==> src/rtl/data_mem_bridge.sv <==
// Line-fill / writeback engine: 256-bit cache line port <-> 32-bit word memory port.
// Optional critical-word-first fill order: define DATA_MEM_BRIDGE_CWF_EN.
module data_mem_bridge #(
  parameter int ADDR_WIDTH = 32
) (
  input  logic                  CLK,
  input  logic                  RST,
  input  logic                  req_read,
  input  logic                  req_write,
  input  logic [ADDR_WIDTH-1:0] req_addr,
  input  logic [ADDR_WIDTH-1:0] req_wb_addr,
  input  logic [255:0]          req_wdata,
  output logic [255:0]          resp_rdata,
  output logic                  resp_valid,
  output logic                  busy,
  output logic                  ram_req,
  output logic                  ram_we,
  output logic [ADDR_WIDTH-1:0] ram_addr,
  output logic [31:0]           ram_wdata,
  input  logic [31:0]           ram_rdata,
  input  logic                  ram_ack
);
  localparam int TW = ADDR_WIDTH - 5;

  typedef enum logic [1:0] {IDLE, WB, FILL, DONE} state_e;

  state_e               state_q, state_d;
  logic [2:0]           k_q, k_d;
  logic [TW-1:0]        fa_q, fa_d, wa_q, wa_d;
  logic [7:0][31:0]     wl_q, wl_d, rl_q, rl_d;
  logic                 rd_q, rd_d;
  logic                 ram_req_q, ram_req_d, ram_we_q, ram_we_d;
  logic [ADDR_WIDTH-1:0] ram_addr_q, ram_addr_d;
  logic [31:0]          ram_wdata_q, ram_wdata_d;
  logic                 resp_valid_q, resp_valid_d;
  logic [2:0]           s_in, s_cur, w_cur, w_nxt, k_inc;
  logic                 accept;
  logic                 unused_bits;

  assign accept = (state_q == IDLE) && (req_read || req_write);

`ifdef DATA_MEM_BRIDGE_CWF_EN
  logic [2:0] s_q;
  always_ff @(posedge CLK) begin
    if (RST)         s_q <= 3'd0;
    else if (accept) s_q <= req_addr[4:2];
  end
  assign s_in        = req_addr[4:2];
  assign s_cur       = s_q;
  assign unused_bits = ^{req_addr[1:0], req_wb_addr[4:0]};
`else
  assign s_in        = 3'd0;
  assign s_cur       = 3'd0;
  assign unused_bits = ^{req_addr[4:0], req_wb_addr[4:0]};
`endif

  // Fill word index rotates from the start word; 3-bit adds wrap 7->0.
  assign k_inc = k_q + 3'd1;
  assign w_cur = s_cur + k_q;
  assign w_nxt = s_cur + k_inc;

  always_comb begin
    state_d      = state_q;
    k_d          = k_q;
    fa_d         = fa_q;
    wa_d         = wa_q;
    wl_d         = wl_q;
    rl_d         = rl_q;
    rd_d         = rd_q;
    ram_req_d    = ram_req_q;
    ram_we_d     = ram_we_q;
    ram_addr_d   = ram_addr_q;
    ram_wdata_d  = ram_wdata_q;
    resp_valid_d = 1'b0;
    case (state_q)
      IDLE: if (accept) begin
        fa_d      = req_addr[ADDR_WIDTH-1:5];
        wa_d      = req_wb_addr[ADDR_WIDTH-1:5];
        wl_d      = req_wdata;
        rd_d      = req_read;
        k_d       = 3'd0;
        ram_req_d = 1'b1;
        if (req_write) begin
          state_d     = WB;
          ram_we_d    = 1'b1;
          ram_addr_d  = {req_wb_addr[ADDR_WIDTH-1:5], 3'd0, 2'b00};
          ram_wdata_d = req_wdata[31:0];
        end else begin
          state_d    = FILL;
          ram_we_d   = 1'b0;
          ram_addr_d = {req_addr[ADDR_WIDTH-1:5], s_in, 2'b00};
        end
      end
      WB: if (ram_ack) begin
        k_d = k_inc;
        if (k_q == 3'd7) begin
          ram_we_d = 1'b0;
          if (rd_q) begin
            // ram_req stays high straight into the fill phase
            state_d    = FILL;
            ram_addr_d = {fa_q, s_cur, 2'b00};
          end else begin
            state_d      = DONE;
            ram_req_d    = 1'b0;
            resp_valid_d = 1'b1;
          end
        end else begin
          ram_addr_d  = {wa_q, k_inc, 2'b00};
          ram_wdata_d = wl_q[k_inc];
        end
      end
      FILL: if (ram_ack) begin
        rl_d[w_cur] = ram_rdata;
        k_d         = k_inc;
        if (k_q == 3'd7) begin
          state_d      = DONE;
          ram_req_d    = 1'b0;
          resp_valid_d = 1'b1;
        end else begin
          ram_addr_d = {fa_q, w_nxt, 2'b00};
        end
      end
      DONE:    state_d = IDLE;
      default: state_d = IDLE;
    endcase
  end

  always_ff @(posedge CLK) begin
    if (RST) begin
      state_q      <= IDLE;
      k_q          <= 3'd0;
      fa_q         <= '0;
      wa_q         <= '0;
      wl_q         <= '0;
      rl_q         <= '0;
      rd_q         <= 1'b0;
      ram_req_q    <= 1'b0;
      ram_we_q     <= 1'b0;
      ram_addr_q   <= '0;
      ram_wdata_q  <= '0;
      resp_valid_q <= 1'b0;
    end else begin
      state_q      <= state_d;
      k_q          <= k_d;
      fa_q         <= fa_d;
      wa_q         <= wa_d;
      wl_q         <= wl_d;
      rl_q         <= rl_d;
      rd_q         <= rd_d;
      ram_req_q    <= ram_req_d;
      ram_we_q     <= ram_we_d;
      ram_addr_q   <= ram_addr_d;
      ram_wdata_q  <= ram_wdata_d;
      resp_valid_q <= resp_valid_d;
    end
  end

  assign resp_rdata = rl_q;
  assign resp_valid = resp_valid_q;
  assign busy       = (state_q != IDLE);
  assign ram_req    = ram_req_q;
  assign ram_we     = ram_we_q;
  assign ram_addr   = ram_addr_q;
  assign ram_wdata  = ram_wdata_q;
endmodule

==> config.mk <==
export PLATFORM = sky130hd
export DESIGN_NAME = data_mem_bridge
export DESIGN_NICKNAME = d
export VERILOG_FILES = /design/src/rtl/data_mem_bridge.sv
export SDC_FILE = /design/constraint.sdc
export NUM_CORES = 1
export LEC_CHECK = 0
export BUFFER_PORTS_ARGS = -buffer_cell sky130_fd_sc_hd__buf_2
export CAP_MARGIN = 20
export CORE_AREA = 4 4 263 265
export CTS_CLUSTER_SIZE = 30
export DETAILED_ROUTE_END_ITERATION = 6
export DIE_AREA = 0 0 267 269
export PLACE_DENSITY = 0.67
export SYNTH_ARGS = -nofsm -noshare
export SYNTH_HDL_FRONTEND = slang
export SYNTH_SLANG_ARGS = --single-unit
==> constraint.sdc <==
create_clock -name CLK -period 2.3 [get_ports CLK]
set_input_delay 0.46 -clock CLK [delete_from_list [all_inputs] [get_ports CLK]]
set_output_delay 0.46 -clock CLK [all_outputs]
set_load 0.02 [all_outputs]
After elaboration in Yosys (flattened, before gate mapping)

Cells that the tools add are included.

Register bits after elaboration: 639
Latch bits: 0
RAM bits: 0
ROM bits: 0
Input bits: 357
Output and inout port bits: 324
Logic and storage cells: 107
Memories kept: 0

Add/subtract/negate cells: 1
Multipliers: 0
Div/mod/pow operators: 0
Magnitude comparators: 3
Equal/unequal tests: 15
Shift-type cells: 0
Mux-type cells: 45
Bitwise logic cells: 0
Reduce and logical (&&, ||, !) cells: 17

Operator list:

| operator            | count |
|---|---|
| $mux 32             | 13 |
| $bwmux 256          | 1 |
| $bmux 32 s3         | 1 |
| $demux 32 s3        | 1 |
| $pmux 32 s3         | 1 |
| $pmux 32 s2         | 1 |
| $ne 2x2->1 const B  | 9 |
| $mux 1              | 14 |
| $mux 2              | 6 |
| $reduce_and 5->1    | 2 |
| $lt 3x4->1 const B  | 2 |
| $pmux 2 s4          | 1 |
| $reduce_and 7->1    | 1 |
| $mux 3              | 2 |
| $pmux 3 s2          | 1 |
| $reduce_and 6->1    | 1 |
| $reduce_bool 2->1   | 3 |
| $eq 2x2->1 const B  | 2 |
| $pmux 1 s2          | 2 |
| $reduce_and 2->1    | 2 |
| $reduce_and 4->1    | 1 |
| $add 3x1->3 const B | 1 |
| $eq 3x3->1 const B  | 1 |
| $ge 3x1->1 const B  | 1 |
| other kinds (10)    | 11 |

Logic depth before layout (Yosys ltp)

Depth after elaboration: 6
Depth in mapped cells: 9
Gate-level depth less buffers: 6

Worst setup path before layout

Ideal clock, no wire load.

Path type: flip-flop to flip-flop
Start point: register k_q[0]
End point: register ram_wdata_q[19] (netlist: ram_wdata[19])
Setup time: 132 ps
Arrival: 1,925 ps
Data required time: 2,168 ps
Setup slack: 243 ps
Stages on the path, launching flop included: 9
Path buffers: 2
Clock period less this slack: 2,057 ps
Cells stage by stage: dfxtp_1 ha_1 ha_1 buf_4 buf_6 mux4_2 mux2i_1 a211o_1 a21oi_1

Longest elaborated chain between the ends: 6
Elaborated cells on any way between the ends: 9
Those cells by class: 1 x add/sub; 2 x eq/ne; 5 x mux; 1 x reduce/logical

RTL lines:

| item                          | RTL line | source |
|---|---|---|
| start: declaration            | 28       | `logic [2:0] k_q, k_d;` |
| start signal: assignment      | 144      | `k_q <= k_d;` |
| $add 3x1->3                   | 58       | `assign k_inc = k_q + 3'd1;` |
| $bmux 32 s3                   | 109      | `ram_wdata_d = wl_q[k_inc];` |
| $mux 32 (implied by the code) | 109      |  |
| $mux 32                       | 96       | `if (k_q == 3'd7) begin` |
| $mux 32                       | 94       | `WB: if (ram_ack) begin` |
| $pmux 32 s2                   | 75       | `case (state_q)` |
| end signal: assignment        | 153      | `ram_wdata_q <= ram_wdata_d;` |
| end: declaration              | 34       | `logic [31:0] ram_wdata_q, ram_wdata_d;` |

Several ways; a longest one is shown, not always the timed one. The select of a mux whose other input is x is not followed.
A chain may end at the register's enable or synchronous reset.

Worst setup path after layout

Start point: register state_q[0]
End point: register rl_q, in the netlist resp_rdata[151]

Longest elaborated chain between the ends: 2

RTL lines:

| item                       | RTL line | source |
|---|---|---|
| start: declaration         | 27       | `state_e state_q, state_d;` |
| start signal: assignment   | 143      | `state_q <= state_d;` |
| $eq 2x2->1                 | 75       |  |
| $reduce_and 2->1 (no line) | --       |  |
| end signal: assignment     | 148      | `rl_q <= rl_d;` |
| end: declaration           | 30       | `logic [7:0][31:0] wl_q, wl_d, rl_q, rl_d;` |

Every way passes these cells.

==> out/results.txt <==
status: complete, no violations
Final Cycle Share: 97.08%
Fin Setup TNS: 0 ns
Synth top cells by count: 1,171 x nand2_1, 637 x dfxtp_1, 635 x a21oi_1
Slew HR: 47.31%
Area Overhead vs Synth: 26.53%
HPWL after detailed placement: 61.35 mm
Levels on crit path: 6
share of cells above drive strength 1: 26.00%
crit path max fanout: 32
GPL Wtd Cong: 0.8599
fmax: 0.4478 GHz
endpoints failing setup: 0
row count: 95
WP data arrival: 2.74 ns
Clk Latency, worst-skew pair: 0.60 ns
CP Buf/Inv Count: 1
worst setup path category: reg2reg
register bit total from synthesis: 637
setup bufs post-CTS: 0
Final Util: 47.33%
H-tree levels: 3
post-route setup slack: 0.06706 ns
Synth Instances: 3,044
largest delay contributor family on the critical path: simple AND/OR/NAND/NOR gates
Setup Skew: 0.01920 ns
Vias/cell: 5.178
die height: 269 um
clock buffer depth: 3
Mean Syn Cell Area: 8.208 um2
sequential share of the synthesized area: 51.04%
aggregate global routing overflow: 0
post-place setup slack: 0.1057 ns
Post-Layout Cell Count: 4,511
Pwr Total: 38.56 mW
CP Cell Sequence: inv_1 -> ha_1 -> nand3b_1 -> or2_2 -> nand2_1 -> a21oi_1
via count: 23,360
CORE AREA: 66,800 um2
Layout Nets: 3,948
routed wire length per instance: 19.47 um
FF-to-FF path depth: 6
CTS Root Cell: clkbuf_16
CTS sink cnt: 637
ANT nets after route: 0
Peak VDD IR: 0.7680 mV
cell taking the most area after synthesis: dfxtp_1
Ports: 681
Slew Limit Fails: 0
ranking of synthesized cells by area: dfxtp_1 51%, nand2_1 18%, a21oi_1 13%, mux4_2 5.8%, clkbuf_1 2.9%
Residual DRC: 0
most frequent cell after synthesis: nand2_1
Num CTS Buffers: 70
largest net degree at the start of global routing: 113
slew at the pin with the worst max-slew slack: 0.7904 ns
biggest cell delay along the critical path: 0.71 ns
Power Density: 1220 nW/um2
Critical Path End Type: flop
Placement Cell Area: 29,270 um2
synthesized area: 24,990 um2
final WL: 87.81 mm
initial DRC count: 1,786
worst endpoint required time: 2.81 ns
hold_ws: 0.09247 ns
Final min period: 2.233 ns
Netlist cell types: 39
Max-Cap Viols: 0
GRT Resource Usage Total: 23.01%
Final Hold Fails: 0
Die Span X: 267 um
cell area after layout: 31,620 um2
worst hold path type: in2reg
first-pass detailed-route iteration total: 6
Critical-path top delay cell: or2_2
Most used DFF post-synth: dfxtp_1
first-pass GRT wire length: 129.4 mm
initial core utilization: 37.40%
vias in the first global route: 21,840
RSZ-0062 raised after global routing: yes
Worst setup SP type: flop
initial antenna violation count: 8
Yosys top cell area share: 51.04%
Worst Hold Path Cells: 3
Die Area: 71,820 um2
number of synthesized flops with an enable pin: 0
CTS tree: yes
buffers added on ports: 668
ys async rst share: 0%
CTS Hold Bufs: 0
Placed Cells: 4,384
CTS clock-pin slew for the worst setup and hold paths: 0.06 ns
Synth Warn #: 0
LEAKAGE: 13.17 nW
-- area by class of cell --
| class | count | area [um2] |
|---|---|---|
| clock inverters | 25 | 330.3 |
| repair buffers | 748 | 4329 |
| diodes | 3 | 7.507 |
| multi-input cells | 2120 | 11080 |
| fillers | 6526 | 35190 |
| inverters | 6 | 22.52 |
| clock buffers | 99 | 2001 |
| well taps | 873 | 1092 |
| flip-flops and latches | 637 | 12760 |
-- registers in the layout, indices dropped and copies added (netlist names) --
| register | cells |
|---|---|
| fa_q | 27 |
| k_q | 3 |
| ram_addr | 30 |
| ram_req | 1 |
| ram_wdata | 32 |
| ram_we | 1 |
| rd_q | 1 |
| resp_rdata | 256 |
| resp_valid | 1 |
| state_q | 2 |
| wa_q | 27 |
| wl_q | 256 |
-- logic make-up after synthesis --
kind of cell	after synthesis	synth area share [%]
adder cells (fa/ha/maj)	8	0.4006
AO/OA/AOI/OAI	735	16.22
buffers and inverters	288	4.947
flip-flops	637	51.04
AND/OR/NAND/NOR	1249	19.13
other	1	0.01501
multiplexers	126	8.252
-- routing by layer --
metal  routed length, um  GRT usage (%)  part of all wire, %
met5                  86              0                0.098
met4                3837          10.47                  4.4
met3                6182          4.389                  7.0
met2               42680          38.91                   49
met1               35020          28.67                   40
-- report_power, final --
group	switching [mW]	total [mW]	internal, mW
Clock	4.70	11.4	6.69
Sequential	1.06	14.0	12.9
Combinational	8.18	13.2	4.98
Total	13.9	38.6	24.6
-- worst paths after layout --
kind,from,to,slack (ns)
worst min register to register,resp_rdata[18]$_SDFFE_PP0P_,resp_rdata[18]$_SDFFE_PP0P_,0.45
worst max-delay path,state_q[0]$_SDFFE_PP0P_,resp_rdata[151]$_SDFFE_PP0P_,0.07
worst min-delay path,req_wdata[235],wl_q[235]$_SDFFE_PP0P_,0.09
worst max register to register,state_q[0]$_SDFFE_PP0P_,resp_rdata[151]$_SDFFE_PP0P_,0.07
-- worst register-to-register path, cell delays in order (launching register included) --
cell and delay [ns]:
dfxtp_1 0.40, inv_1 0.11, ha_1 0.27, nand3b_1 0.32, or2_2 0.72, nand2_1 0.13
a21oi_1 0.21
-- timing repair --
action | CTS | global route
hold endpoints to repair | 0 | 0
endpoints found under the setup margin | 1 | 93
gates resized for setup | 1 | 2
cloned | 0 | 0
-- cells in the final DEF (no fill, tap or decap), types with 4 or more instances in the layout --
| master | n |
|---|---|
| ha_1 | 4 |
| a21oi_1 | 635 |
| mux4_2 | 64 |
| buf_2 | 667 |
| a22o_1 | 27 |
| nand2_1 | 1171 |
| clkbuf_8 | 14 |
| buf_4 | 50 |
| a211o_1 | 33 |
| a221oi_1 | 27 |
| clkbuf_1 | 15 |
| clkbuf_16 | 70 |
| nor2_2 | 7 |
| mux2i_1 | 62 |
| dfxtp_1 | 636 |
| nand2b_1 | 9 |
| clkinv_2 | 10 |
| nor2_1 | 40 |
| bufinv_16 | 5 |
| inv_1 | 6 |
| buf_12 | 30 |
Note: power is estimated with default switching activity, not from simulation.
